`src/rtl/fsk_pkg.sv`:
```
// Shared constants and the frame-packing helper for the FSK modulator datapath.
// The serializer and any future pin-side blocks agree on frame layout through this package.
package fsk_pkg;

  localparam int FRAME_W    = 32;
  localparam int SAMPLE_W   = 13;
  localparam int BIT_CYCLES = 2;

  localparam logic [1:0] I_SYNC = 2'b10;
  localparam logic [1:0] Q_SYNC = 2'b01;

  typedef enum logic {
    ST_IDLE = 1'b0,
    ST_RUN  = 1'b1
  } ser_state_t;

  // Layout MSB first: I sync, I13, pad, Q sync, Q13, pad.
  function automatic logic [FRAME_W-1:0] pack_frame(
    input logic [SAMPLE_W-1:0] i13,
    input logic [SAMPLE_W-1:0] q13
  );
    return {I_SYNC, i13, 1'b0, Q_SYNC, q13, 1'b0};
  endfunction

endpackage

```
`src/rtl/iq_serializer_if.sv`:
```
// Valid/ready sample-pair handshake between the FSK modulator and the serializer.
interface iq_serializer_if #(
  parameter int IN_W = 13
) ();

  logic [IN_W-1:0] in_i;
  logic [IN_W-1:0] in_q;
  logic            in_valid;
  logic            in_ready;

  modport master (
    output in_i,
    output in_q,
    output in_valid,
    input  in_ready
  );

  modport slave (
    input  in_i,
    input  in_q,
    input  in_valid,
    output in_ready
  );

endinterface

```
`src/rtl/iq_serializer.sv`:
```
// Packs one I/Q pair per 32-bit frame and shifts it out MSB first, two clocks per bit,
// with a self-generated bit clock that rises mid-bit. One-entry holding buffer, no bypass.
module iq_serializer
  import fsk_pkg::*;
#(
  parameter int IN_W = 13
) (
  input  logic             top_clk,
  input  logic             top_rst,
  input  logic             enable,
  iq_serializer_if.slave   in_bus,
  output logic             serial_iq,
  output logic             serial_clk,
  output logic             frame_start,
  output logic             underrun
);

  localparam logic [4:0] LAST_BIT = 5'(FRAME_W - 1);

  ser_state_t          state_reg, state_next;
  logic [FRAME_W-1:0]  frame_reg, frame_next;
  logic [4:0]          bit_cnt_reg, bit_cnt_next;
  logic                phase_reg, phase_next;
  logic                frame_start_reg, frame_start_next;
  logic                underrun_reg, underrun_next;
  logic                buf_full_reg, buf_full_next;
  logic [SAMPLE_W-1:0] buf_i_reg, buf_i_next;
  logic [SAMPLE_W-1:0] buf_q_reg, buf_q_next;
  logic                in_ready_reg;

  logic signed [IN_W-1:0] in_i_s;
  logic signed [IN_W-1:0] in_q_s;
  logic [SAMPLE_W-1:0]    in_i_ext;
  logic [SAMPLE_W-1:0]    in_q_ext;
  logic                   transfer;
  logic                   load;

  assign in_i_s   = in_bus.in_i;
  assign in_q_s   = in_bus.in_q;
  assign in_i_ext = SAMPLE_W'(in_i_s);
  assign in_q_ext = SAMPLE_W'(in_q_s);

  assign transfer = in_bus.in_valid && !buf_full_reg;

  always_comb begin
    state_next       = state_reg;
    frame_next       = frame_reg;
    bit_cnt_next     = bit_cnt_reg;
    phase_next       = phase_reg;
    frame_start_next = 1'b0;
    underrun_next    = underrun_reg;
    buf_full_next    = buf_full_reg;
    buf_i_next       = buf_i_reg;
    buf_q_next       = buf_q_reg;
    load             = 1'b0;

    case (state_reg)
      ST_IDLE: begin
        phase_next = 1'b0;
        frame_next = '0;
        if (enable) begin
          load = 1'b1;
        end
      end
      ST_RUN: begin
        if (!phase_reg) begin
          phase_next = 1'b1;
        end else if (bit_cnt_reg == 5'd0) begin
          if (enable) begin
            load = 1'b1;
          end else begin
            state_next = ST_IDLE;
            frame_next = '0;
            phase_next = 1'b0;
          end
        end else begin
          phase_next   = 1'b0;
          bit_cnt_next = bit_cnt_reg - 5'd1;
          frame_next   = {frame_reg[FRAME_W-2:0], 1'b0};
        end
      end
      default: begin
        state_next = ST_IDLE;
        frame_next = '0;
        phase_next = 1'b0;
      end
    endcase

    if (transfer) begin
      buf_full_next = 1'b1;
      buf_i_next    = in_i_ext;
      buf_q_next    = in_q_ext;
    end

    // A load with an empty buffer sends zeros; a pair arriving in that same
    // cycle stays in the buffer for the following frame.
    if (load) begin
      state_next       = ST_RUN;
      bit_cnt_next     = LAST_BIT;
      phase_next       = 1'b0;
      frame_start_next = 1'b1;
      if (buf_full_reg) begin
        frame_next    = pack_frame(buf_i_reg, buf_q_reg);
        buf_full_next = 1'b0;
      end else begin
        frame_next    = pack_frame('0, '0);
        underrun_next = 1'b1;
      end
    end
  end

  always_ff @(posedge top_clk or posedge top_rst) begin
    if (top_rst) begin
      state_reg       <= ST_IDLE;
      frame_reg       <= '0;
      bit_cnt_reg     <= '0;
      phase_reg       <= 1'b0;
      frame_start_reg <= 1'b0;
      underrun_reg    <= 1'b0;
      buf_full_reg    <= 1'b0;
      buf_i_reg       <= '0;
      buf_q_reg       <= '0;
      in_ready_reg    <= 1'b1;
    end else begin
      state_reg       <= state_next;
      frame_reg       <= frame_next;
      bit_cnt_reg     <= bit_cnt_next;
      phase_reg       <= phase_next;
      frame_start_reg <= frame_start_next;
      underrun_reg    <= underrun_next;
      buf_full_reg    <= buf_full_next;
      buf_i_reg       <= buf_i_next;
      buf_q_reg       <= buf_q_next;
      in_ready_reg    <= !buf_full_next;
    end
  end

  assign serial_iq       = frame_reg[FRAME_W-1];
  assign serial_clk      = phase_reg;
  assign frame_start     = frame_start_reg;
  assign underrun        = underrun_reg;
  assign in_bus.in_ready = in_ready_reg;

endmodule

```
`src/flat_wrapper.sv`:
```
// flat-port wrapper written by rule: the top's interface ports become plain ports
module iq_serializer_flat import fsk_pkg::*;
#(
  parameter int IN_W = 13
)
  (top_clk, top_rst, enable, serial_iq, serial_clk, frame_start, underrun, in_bus_in_i, in_bus_in_q, in_bus_in_valid, in_bus_in_ready);
  iq_serializer_if #(.IN_W(IN_W)) in_bus_i ();
  input  logic top_clk;
  input  logic top_rst;
  input  logic enable;
  output logic serial_iq;
  output logic serial_clk;
  output logic frame_start;
  output logic underrun;
  input wire logic [$bits(in_bus_i.in_i)-1:0] in_bus_in_i;
  input wire logic [$bits(in_bus_i.in_q)-1:0] in_bus_in_q;
  input wire logic [$bits(in_bus_i.in_valid)-1:0] in_bus_in_valid;
  output wire logic [$bits(in_bus_i.in_ready)-1:0] in_bus_in_ready;
  assign in_bus_i.in_i = in_bus_in_i;
  assign in_bus_i.in_q = in_bus_in_q;
  assign in_bus_i.in_valid = in_bus_in_valid;
  assign in_bus_in_ready = in_bus_i.in_ready;
  iq_serializer #(.IN_W(IN_W)) u_core (.top_clk(top_clk), .top_rst(top_rst), .enable(enable), .in_bus(in_bus_i), .serial_iq(serial_iq), .serial_clk(serial_clk), .frame_start(frame_start), .underrun(underrun));
endmodule
```
`config.mk`:
```
export PLATFORM = sky130hd
export DESIGN_NAME = iq_serializer_flat
export DESIGN_NICKNAME = d
export VERILOG_FILES = /design/src/rtl/fsk_pkg.sv /design/src/rtl/iq_serializer_if.sv /design/src/rtl/iq_serializer.sv /design/src/flat_wrapper.sv
export SDC_FILE = /design/constraint.sdc
export NUM_CORES = 1
export LEC_CHECK = 0
export ABC_AREA = 1
export CORE_MARGIN = 2
export CORE_UTILIZATION = 48
export DETAILED_ROUTE_END_ITERATION = 12
export HOLD_SLACK_MARGIN = 0.12
export PLACE_DENSITY = 0.72
export SYNTH_ARGS = -nofsm -noshare
export SYNTH_HDL_FRONTEND = slang
export SYNTH_SLANG_ARGS = --single-unit
```
`constraint.sdc`:
```
create_clock -name top_clk -period 3.3 [get_ports top_clk]
set_input_delay 0.99 -clock top_clk [delete_from_list [all_inputs] [get_ports top_clk]]
set_output_delay 0.99 -clock top_clk [all_outputs]
set_load 0.1 [all_outputs]
```
# Word-level counts from Yosys, hierarchy flattened
# Index checks and enable logic that the tools add are counted.
# totals
reg_bits	69
inputBits	30
word_cells	50
# op_classes
add_sub_neg	1
eq_ne	3
muxes	25
bitwise	2
n_reduce_logical	9
# op_table
cell	n
2-to-1 mux 32 bit	4
case mux 32 bit (2 select lines)	1
2-to-1 mux 30 bit	1
2-to-1 mux 5 bit	4
2-to-1 mux 1 bit	13
logical NOT 5 bit	1
subtractor 5 x 1 -> 5 bit, second input constant	1
!= test 4 bit, second input constant	1
case mux 1 bit (2 select lines)	2
AND reduction 2 bit	2
nonzero test 2 bit	2
!= test 3 bit, second input constant	1
AND reduction 3 bit	1
logical NOT 1 bit	2
!= test 2 x 1 -> 1 bit, second input constant	1
NOT 1 bit	2
logical AND 1 bit	1

# Longest topological paths before layout
# depth
depth_word	6
depth_mapped	9
ltp_nobuf	9

# Worst setup path before layout
# OpenSTA, ideal clock, no wires.
# synth_path
path_kind	register -> output
from	register u_core.phase_reg (netlist: u_core.serial_clk)
to	output serial_clk
arrival_ns	0.994
t_required_ns	2.310
slack_ns	1.316
path_stages_with_launch	1
path_cell_list	dfrtp_1
# synth_rtl
element	line	text
from (decl)	iq_serializer.sv:23	logic phase_reg, phase_next;
from (signal assigned)	iq_serializer.sv:128	phase_reg <= phase_next;
to (decl)	flat_wrapper.sv:12	output logic serial_clk;
# No word-level cell between the ends.

# Worst setup path after layout
# layout_path
from	register u_core.phase_reg (netlist: u_core.serial_clk)
to	output serial_clk
# No word-level cell between the ends.

==> reports/results.tsv <==
stage	metric	value	unit
power	p_per_area	900	nW/um2
sta	fin_crit_sh	0.654	
floorplanning	rows	30	
sta	worst_slew_pin_slew	0.517	ns
power	internal-power	1.96	mW
cts	clk_path_buf_depth	2	
yosys	ys_ff_latch	68	
yosys	synth_cells	423	
place	post-place-cells	519	
sta	tns	0	ns
drt	dr.pass1.iters	4	
yosys	ys_top_cells_by_area	dfrtp_1 51%, nand2_1 26%, nand3b_1 5.7%	
yosys	ys_warn_count	0	
global_route	antenna_found_initial	0	
global_route	overflow	0	
power	total_power	3.42	mW
cts	htreeDepth	3	
yosys	synth-edff-count	0	
yosys	async_flop_share	1.00	
place	gp_congestion	0.777	
critical_path	crit_family	flip-flops	
critical_path	cp-start-kind	register	
yosys	synth.avg_cell_area	7.83	um2
cts	hold_buffers	0	
power	clkPwrFrac	0.171	
critical_path	worst-path-buf-inv	1	
cts	cts_resized	0	
yosys	synth_common_cells	232 x nand2_1, 67 x dfrtp_1, 32 x nand3_1	
job	cap_violations	0	
yosys	synth_nets	454	
drt	dr.first_iter.drc_count	239	
floorplanning	die_h	87.1	um
power	switching_share	0.428	
cells_and_area	nFillCells	622	
cts	cts_setup_buffers	0	
global_route	grt_usage	0.195	
critical_path	crit_slowest_cell	dfrtp_1	
cells_and_area	syn2layout_area_growth	14.9	%
yosys	syn-cell-area	3310	um2
critical_path	required	2.31	ns
drt	via_count	2650	
sta	finalHoldViolCount	0	
drt	wl_per_cell	12.4	um
floorplanning	pin_count	35	
cts	cts_tree	done	
critical_path	endpoint_kind	output pin	
global_route	grt_max_degree	47	
place	postPlaceCellArea	3640	um2
cells_and_area	nets	481	
critical_path	critPathKind	register to output pin	
cells_and_area	final_cells	535	
global_route	grt_pass1_vias	2516	
cts	cts_root_buf	clkbuf_8	
global_route	grt_pass1_wl	11600	um
drt	drc_errors	0	
cells_and_area	multi_input_area	1380	um2
power	ir_drop	491	uV
min_path	min_path_type	register to register	
yosys	synth_top_area_share	0.506	
power	sequentialPowerShare	0.405	
cells_and_area	seqCellArea	1700	um2
cts	numCtsBuffers	9	
sta	setup_viol	0	
critical_path	crit_fanout	5	
drt	vias_per_cell	4.95	
yosys	synth_ff_type	dfrtp_1	
critical_path	cp_cell_sequence	buf_4	
sta	fmax	463	MHz
place	portBuffers	34	
sta	fin_crit	2.16	ns
outcome	outcome	completed	
cells_and_area	largest_register_ffs	31	
cells_and_area	drive_gt1_frac	0.0879	
power	p_switching	1.47	mW
yosys	ys_seq_area_frac	0.514	
sta	slew_headroom	0.654	
yosys	synth_cell_types	26	
sta	report.final.slew_viol_count	0	
floorplanning	coreArea	6720	um2
floorplanning	die_area	7580	um2
cells_and_area	n_antenna_cell	0	
drt	totalWireLength	6640	um
critical_path	arrival	1.17	ns
power	p_comb_frac	0.424	
cts	clkSlewWorstSetupHoldPaths	0.07	ns
critical_path	slowest_delay	0.49	ns
cts	clock_latency	0.34	ns
power	p_leak	2.10	nW
drt	ant_nets	0	
floorplanning	start_util	0.493	
yosys	synth_most_common_cell	nand2_1	
sta	clock_skew	0.0101	ns
place	hpwl	4200	um
cells_and_area	fin_area	3810	um2
sta	rsz0062_at_grt	no	
yosys	synth_top_area_cell	dfrtp_1	
floorplanning	die_w	87.1	um
cts	clock_sinks	68	
cells in the final DEF (no fill, tap or decap), drive strengths merged, types with 3 or more instances in the layout:
master	Yosys	final
o21ai	7	7
nand2	236	236
nand3b	25	25
dfrtp	67	67
buf	20	11
inv	21	21
clkbuf	4	13
clkdlybuf4s50	0	29
clkinv	0	3
nand3	32	32
per-layer routing:
layer / wire length [um] / global-route usage
met5: 0 / 0
met4: 86 / 0.0767
met3: 186 / 0.0284
met2: 2960 / 0.301
met1: 3410 / 0.278
power by group through the flow:
stage	combinational [mW]	clock, mW	sequential [mW]
finish	1.45	0.587	1.39
floorplan	1.06	0	1.51
global route	1.66	0.644	1.42
CTS	1.46	0.604	1.38
global placement	1.44	0	1.38
detailed placement	1.46	0	1.39
per-stage QoR:
stage	utilization	hold slack (ns)	setup slack, ns
3_5_place_dp	0.542	0.465	0.787
5_1_grt	0.566	0.492	1.00
6_report	0.566	0.477	1.14
3_3_place_gp	0.542	0.462	0.835
2_1_floorplan	-	0.442	0.600
4_1_cts	0.566	0.483	1.12
tightest hold or removal path, delay by kind of cell, from the launching register on:
kind	cells	cell delay, ns
flops	1	0.34
simple gates	2	0.11
layout make-up:
cell class	count	share of cell area
multi-input combinational	310	0.361
clock inverter	3	0.00394
inverter	21	0.0207
sequential	68	0.447
clock buffer	13	0.0391
timing repair buffer	40	0.101
tap	80	0.0263
cell families (layout without fill, tap and decap cells):
kind of cell / count (synthesis) / in the layout / synth area share
AO/OA/AOI/OAI: 11 / 11 / 0.0193
XOR/XNOR: 1 / 1 / 0.00264
adder cells (fa/ha/maj): 1 / 1 / 0.00378
buffers and inverters: 45 / 77 / 0.0706
flip-flops: 68 / 68 / 0.514
AND/OR/NAND/NOR: 297 / 297 / 0.389
final timing paths:
check	slack [ns]	to	start	cells after the start
hold reg to reg	0.48	u_core.buf_i_reg[6]	u_core.buf_i_reg[6]	2
setup reg to reg	1.46	u_core.bit_cnt_reg[1]	u_core.bit_cnt_reg[0]	9
min in group asynchronous	1.00	u_core.frame_reg[26]	top_rst	2
hold / removal	0.48	u_core.buf_i_reg[6]	u_core.buf_i_reg[6]	2
max in group asynchronous	1.63	u_core.in_bus.in_ready	top_rst	3
setup / recovery	1.14	serial_clk	u_core.serial_clk	1
Note: power is estimated with default switching activity, not from simulation.
